`src/rtl/led_fade_pwm.sv`:
```
// led_fade_pwm
//
// Purpose:
//   LED driver stage placed between the board's LED blinker and the LED pin.
//   It turns the blinker's on/off level into a PWM drive. When the requested
//   level changes, the LED brightness ramps up or down linearly instead of
//   switching instantly, so the LED appears to fade ("breathe").
//
// Ports:
//   clk         system clock; all logic is updated on the rising edge
//   rst         synchronous, active-high reset
//   level_in    requested LED state (1 = on, 0 = off), synchronous to clk
//   pwm_out     registered PWM drive to the LED pin
//   brightness  current ramp level, 0 .. 2^PWM_BITS-1
//   busy        high while a ramp (up or down) is in progress
//
// Parameters:
//   PWM_BITS    width of the PWM counter and of brightness (2..16)
//   STEP_DIV    clk cycles per one-LSB brightness step (>= 1)
//
// Build option:
//   LED_FADE_GAMMA_EN  when defined, the PWM duty is the square of the
//                      brightness, scaled back to PWM_BITS. This makes the
//                      fade look perceptually linear. When undefined, the
//                      duty equals the brightness and no multiplier is built.

module led_fade_pwm #(
    parameter int PWM_BITS = 8,
    parameter int STEP_DIV = 97656
) (
    input  logic                clk,
    input  logic                rst,
    input  logic                level_in,
    output logic                pwm_out,
    output logic [PWM_BITS-1:0] brightness,
    output logic                busy
);

    localparam int PRE_W = (STEP_DIV > 1) ? $clog2(STEP_DIV) : 1;

    localparam logic [PWM_BITS-1:0] MAX      = '1;
    localparam logic [PWM_BITS-1:0] ONE      = {{(PWM_BITS-1){1'b0}}, 1'b1};
    localparam logic [PRE_W-1:0]    PRE_LAST = PRE_W'(STEP_DIV - 1);
    localparam logic [PRE_W-1:0]    PRE_ONE  = PRE_W'(1);

    typedef enum logic [1:0] {
        OFF,
        RAMP_UP,
        ON,
        RAMP_DOWN
    } state_t;

    state_t              state;
    state_t              state_next;
    logic [PWM_BITS-1:0] brightness_next;
    logic [PRE_W-1:0]    prescaler;
    logic [PRE_W-1:0]    prescaler_next;
    logic                tick;

    logic [PWM_BITS-1:0] pwm_cnt;
    logic [PWM_BITS-1:0] duty_latched;
    logic [PWM_BITS-1:0] duty_eff;

    // tick is only acted on in the ramp states. In all other states the
    // prescaler is held at 0.
    assign tick = (prescaler == PRE_LAST);

    // State register, ramp level and prescaler.
    // busy is registered from the next state, so it changes on the same
    // edge as the state itself.
    always_ff @(posedge clk) begin
        if (rst) begin
            state      <= OFF;
            brightness <= '0;
            prescaler  <= '0;
            busy       <= 1'b0;
        end else begin
            state      <= state_next;
            brightness <= brightness_next;
            prescaler  <= prescaler_next;
            busy       <= (state_next == RAMP_UP) || (state_next == RAMP_DOWN);
        end
    end

    // Next-state logic.
    // A direction change has priority over a coincident tick. The prescaler
    // returns to 0 after a tick and on every state change. The saturating
    // compares at the ends of the ramp keep brightness from wrapping, even
    // when a ramp is reversed right at 0 or at MAX.
    always_comb begin
        state_next      = state;
        brightness_next = brightness;
        prescaler_next  = '0;
        case (state)
            OFF: begin
                if (level_in) begin
                    state_next = RAMP_UP;
                end
            end
            RAMP_UP: begin
                if (!level_in) begin
                    state_next = RAMP_DOWN;
                end else if (tick) begin
                    if (brightness >= MAX - ONE) begin
                        brightness_next = MAX;
                        state_next      = ON;
                    end else begin
                        brightness_next = brightness + ONE;
                    end
                end else begin
                    prescaler_next = prescaler + PRE_ONE;
                end
            end
            ON: begin
                if (!level_in) begin
                    state_next = RAMP_DOWN;
                end
            end
            RAMP_DOWN: begin
                if (level_in) begin
                    state_next = RAMP_UP;
                end else if (tick) begin
                    if (brightness <= ONE) begin
                        brightness_next = '0;
                        state_next      = OFF;
                    end else begin
                        brightness_next = brightness - ONE;
                    end
                end else begin
                    prescaler_next = prescaler + PRE_ONE;
                end
            end
            default: begin
                state_next = OFF;
            end
        endcase
    end

`ifdef LED_FADE_GAMMA_EN
    // Squared brightness, computed at full 2*PWM_BITS width and then
    // shifted right by PWM_BITS to bring it back to the PWM range.
    logic [2*PWM_BITS-1:0] bright_sq;

    assign bright_sq = {{PWM_BITS{1'b0}}, brightness} * {{PWM_BITS{1'b0}}, brightness};
    assign duty_eff  = PWM_BITS'(bright_sq >> PWM_BITS);
`else
    assign duty_eff = brightness;
`endif

    // PWM generator.
    // The duty is sampled only on the last count of each period, so a ramp
    // step never changes the duty in the middle of a period. Full brightness
    // bypasses the compare; otherwise the output could never be high for
    // all 2^PWM_BITS counts of a period.
    always_ff @(posedge clk) begin
        if (rst) begin
            pwm_cnt      <= '0;
            duty_latched <= '0;
            pwm_out      <= 1'b0;
        end else begin
            pwm_cnt <= pwm_cnt + ONE;
            if (pwm_cnt == MAX) begin
                duty_latched <= duty_eff;
            end
            pwm_out <= (brightness == MAX) ? 1'b1 : (pwm_cnt < duty_latched);
        end
    end

endmodule

```
`config.mk`:
```
export PLATFORM = sky130hd
export DESIGN_NAME = led_fade_pwm
export DESIGN_NICKNAME = d
export VERILOG_FILES = /design/src/rtl/led_fade_pwm.sv
export SDC_FILE = /design/constraint.sdc
export NUM_CORES = 1
export LEC_CHECK = 0
export ABC_CLOCK_PERIOD_IN_PS = 2200
export CAP_MARGIN = 20
export CORE_MARGIN = 2
export CORE_UTILIZATION = 30
export CTS_CLUSTER_SIZE = 14
export DETAILED_ROUTE_END_ITERATION = 12
export MAX_ROUTING_LAYER = met4
export SYNTH_ARGS = -nofsm -noshare
export SYNTH_HDL_FRONTEND = slang
export SYNTH_SLANG_ARGS = --single-unit
```
`constraint.sdc`:
```
create_clock -name clk -period 2.2 [get_ports clk]
set_input_delay 0.22 -clock clk [delete_from_list [all_inputs] [get_ports clk]]
set_output_delay 0.22 -clock clk [all_outputs]
set_load 0.005 [all_outputs]
```
==> qor.yml, run 1 <==
worst_setup_path:
  end_kind: "register"
  cp_max_fo: 5
  reg2reg_slack_ps: 260
  rr_worst_depth: 6
  crit_path_start_kind: "register"
  crit_buf_inv: 0
  arrival_ps: 2120
  path_depth: 6
  cpPeakStageDelay_ps: 400
  slowest_stage: "nor4b_1"
  r2r_start: "prescaler[0]"
  path_cells: "ha_1, nand4_1, nor4b_1, nand4_1, nor4b_2, nor3_1"
  r2r-end: "brightness[5]"
  crit_path_frequent_cell: "nand4_1"
  critPathRequiredTime_ps: 2380
  crit_family: "simple AND/OR/NAND/NOR gates"
  path_class: "reg2reg"
synth:
  async_flop_share_pct: 0
  synth_area_leader_cell: "dfxtp_1"
  avgSynthCellArea_um2: 8.36
  synth_top_area_share_pct: 36.7
  synthDistinctLibCells: 52
  synth_ff_type: "dfxtp_1"
  yosys_warnings: 0
  synth_area_leaders: "dfxtp_1 37%, ha_1 6.8%, nor2_1 6.6%"
  syn_inst: 287
  syn-cell-area_um2: 2400
  synth_edf_count: 0
  yosysSeqAreaShare_pct: 36.7
  ys_seq_elements: 44
  syn-num-nets: 303
clock_tree:
  cts_root_buf: "clkbuf_8"
  clock_latency_ps: 300
  h-tree-depth: 2
  cts_resized: 0
  cts_tree: "built"
  cts_buffer_depth: 2
  cts.sinks: 44
  postCtsSetupRepairBufs: 0
  hold_buffers: 0
  numCtsBuffers: 5
  cts.clk_slew.worst_paths_ps: 80
placement:
  place_congestion: 0.825
  hpwl_mm: 3.43
  post-place-ws_ps: 267
  place_inst: 392
  placement.io_buffers: 12
die:
  dieWidth_um: 93.4
  io_pins: 13
  core_region_area_um2: 7730
  die_area_um2: 8730
  die_h_um: 93.4
  start_util_pct: 31.1
  rows: 32
pwr:
  power_mw: 1.43
  power-per-cell-area_nw_per_um2: 526
  ir_worst_vdd_mv: 0.217
  power.leakage_nw: 0.922
detailed_routing:
  drt_iter0_drc: 79
  drtAntennaViolNets: 0
  vias: 1960
  avgViaCountPerCell: 4.90
  routed_wirelength_mm: 4.88
  drc: 0
  wl_per_cell_um: 12.2
  drtPass1Iterations: 4
global_route:
  grt_pass1_wl_mm: 8.78
  grt_usage_pct: 12.5
  grt_antenna_before_repair: 0
  grt_max_degree: 28
  globalRouteOverflowTotal: 0
  grt_pass1_vias: 1907
sta:
  fin_skew_ps: 11.1
  period_share_pct: 88.4
  timing.fmax_mhz: 514
  final_max_slew_viol_count: 0
  setup_tns_ps: 0
  tightest_slew_ps: 525
  rsz0062_at_grt: "no"
  min_period_ps: 1940
  setup_ws_ps: 256
  hold_violations: 0
  setup_viol: 0
  maxSlewHeadroom_pct: 65.0
final_layout:
  drive_gt1_share_pct: 7.05
  insertedDiodeCount: 0
  stdcell_count: 400
  utilization_pct: 35.2
  nets: 313
  area_delta_synth_final_pct: 13.3
  nFillCells: 796
hold_path:
  hold_class: "reg2reg"
  hold_path_depth: 1
  hp-start: "prescaler[0]"
  holdPathEnd: "prescaler[0]"
job:
  maxCapViolations: 0
run_status:
  status: "finished clean"
## per-stage QoR
| step | hold slack, ps | instance area [µm²] |
|---|---|---|
| 2_1_floorplan | 327 | 2400 |
| 3_3_place_gp | 432 | 2630 |
| 3_5_place_dp | 442 | 2630 |
| 4_1_cts | 453 | 2720 |
| 5_1_grt | 477 | 2720 |
| 6_report | 452 | 2720 |
## sequential cells by signal (all words and copies together), names as in the netlist
register,flops
brightness,8
state,1
prescaler,17
duty_latched,8
pwm_cnt,8
pwm_out,1
busy,1
## where the power goes
group	switching [mW]	internal, mW	leakage, nW
registers	0.0135	0.808	0.356
clock network	0.278	0.255	0.0445
logic	0.0423	0.0342	0.522
## layout make-up
type / instances / area (µm²) / share of cell area [%]
flip-flops and latches: 44 / 881 / 32.4
inverters: 13 / 48.8 / 1.79
repair buffers: 19 / 173 / 6.35
multi-input cells: 214 / 1400 / 51.3
well taps: 102 / 128 / 4.69
clock buffers: 7 / 86.3 / 3.18
clock inverters: 1 / 7.51 / 0.276
## worst max path at each step
stage                             start  slack (ps)             to
after floorplan           brightness[0]         400  brightness[4]
after global placement     prescaler[0]         300   prescaler[3]
after detailed placement       level_in         270  brightness[5]
after CTS                  prescaler[0]         260   prescaler[4]
after global routing      brightness[1]          50  brightness[5]
final                      prescaler[0]         260  brightness[5]
## logic make-up (layout without fill, tap and decap cells)
kind of cell    after synthesis  after routing  share of synthesized area (%)
compound gates               54             54                           15.6
mux                           8              8                           3.34
flops                        44             44                           36.7
simple gates                120            120                           25.5
xor+xnor                     19             19                           6.93
fa+ha+maj                    13             13                           6.78
buf+inv                      29             40                           5.16
## Yosys cell counts (all sizes together), types with 2 or more instances
| master | count |
|---|---|
| dfxtp | 44 |
| nor2 | 43 |
| nand2 | 20 |
| ha | 13 |
| inv | 13 |
| nand3 | 12 |
| o21ai | 12 |
| xor2 | 11 |
| a21oi | 10 |
| buf | 9 |
| nor3 | 9 |
| mux2i | 8 |
| xnor2 | 8 |
| clkbuf | 7 |
| nand4 | 6 |
| and2 | 5 |
| or3 | 5 |
| a211oi | 4 |
| a31oi | 4 |
| and4 | 3 |
| o21a | 3 |
| o21bai | 3 |
| o22ai | 3 |
| a21o | 2 |
| a311oi | 2 |
| a41oi | 2 |
| and3 | 2 |
| nand3b | 2 |
| nor3b | 2 |
| nor4 | 2 |
| nor4b | 2 |
| or4 | 2 |
## cell usage in the layout, fill, tap and decap left out, drive strengths merged, types with 9 or more instances in the layout
cell / count
a21oi: 10
clkdlybuf4s50: 12
dfxtp: 44
ha: 13
inv: 13
nand2: 20
nand3: 12
nor2: 43
nor3: 9
o21ai: 12
xor2: 11
## metal layers
metal  track usage, %  vias to the layer above  wire (µm)
met4             2.82                        0         23
met2             20.3                       37       2260
met1             16.2                      886       2410
met5                -                        -          0
li1                 -                     1035          -
met3             2.66                        2        189
Power figures use the tool's default switching activity.
==> run 2, diff against run 1 <==
Settings changed: CTS_CLUSTER_SIZE 14 to not set.
==> results of run 2 <==
Final layout, timing and power as in run 1 (identical DEF).
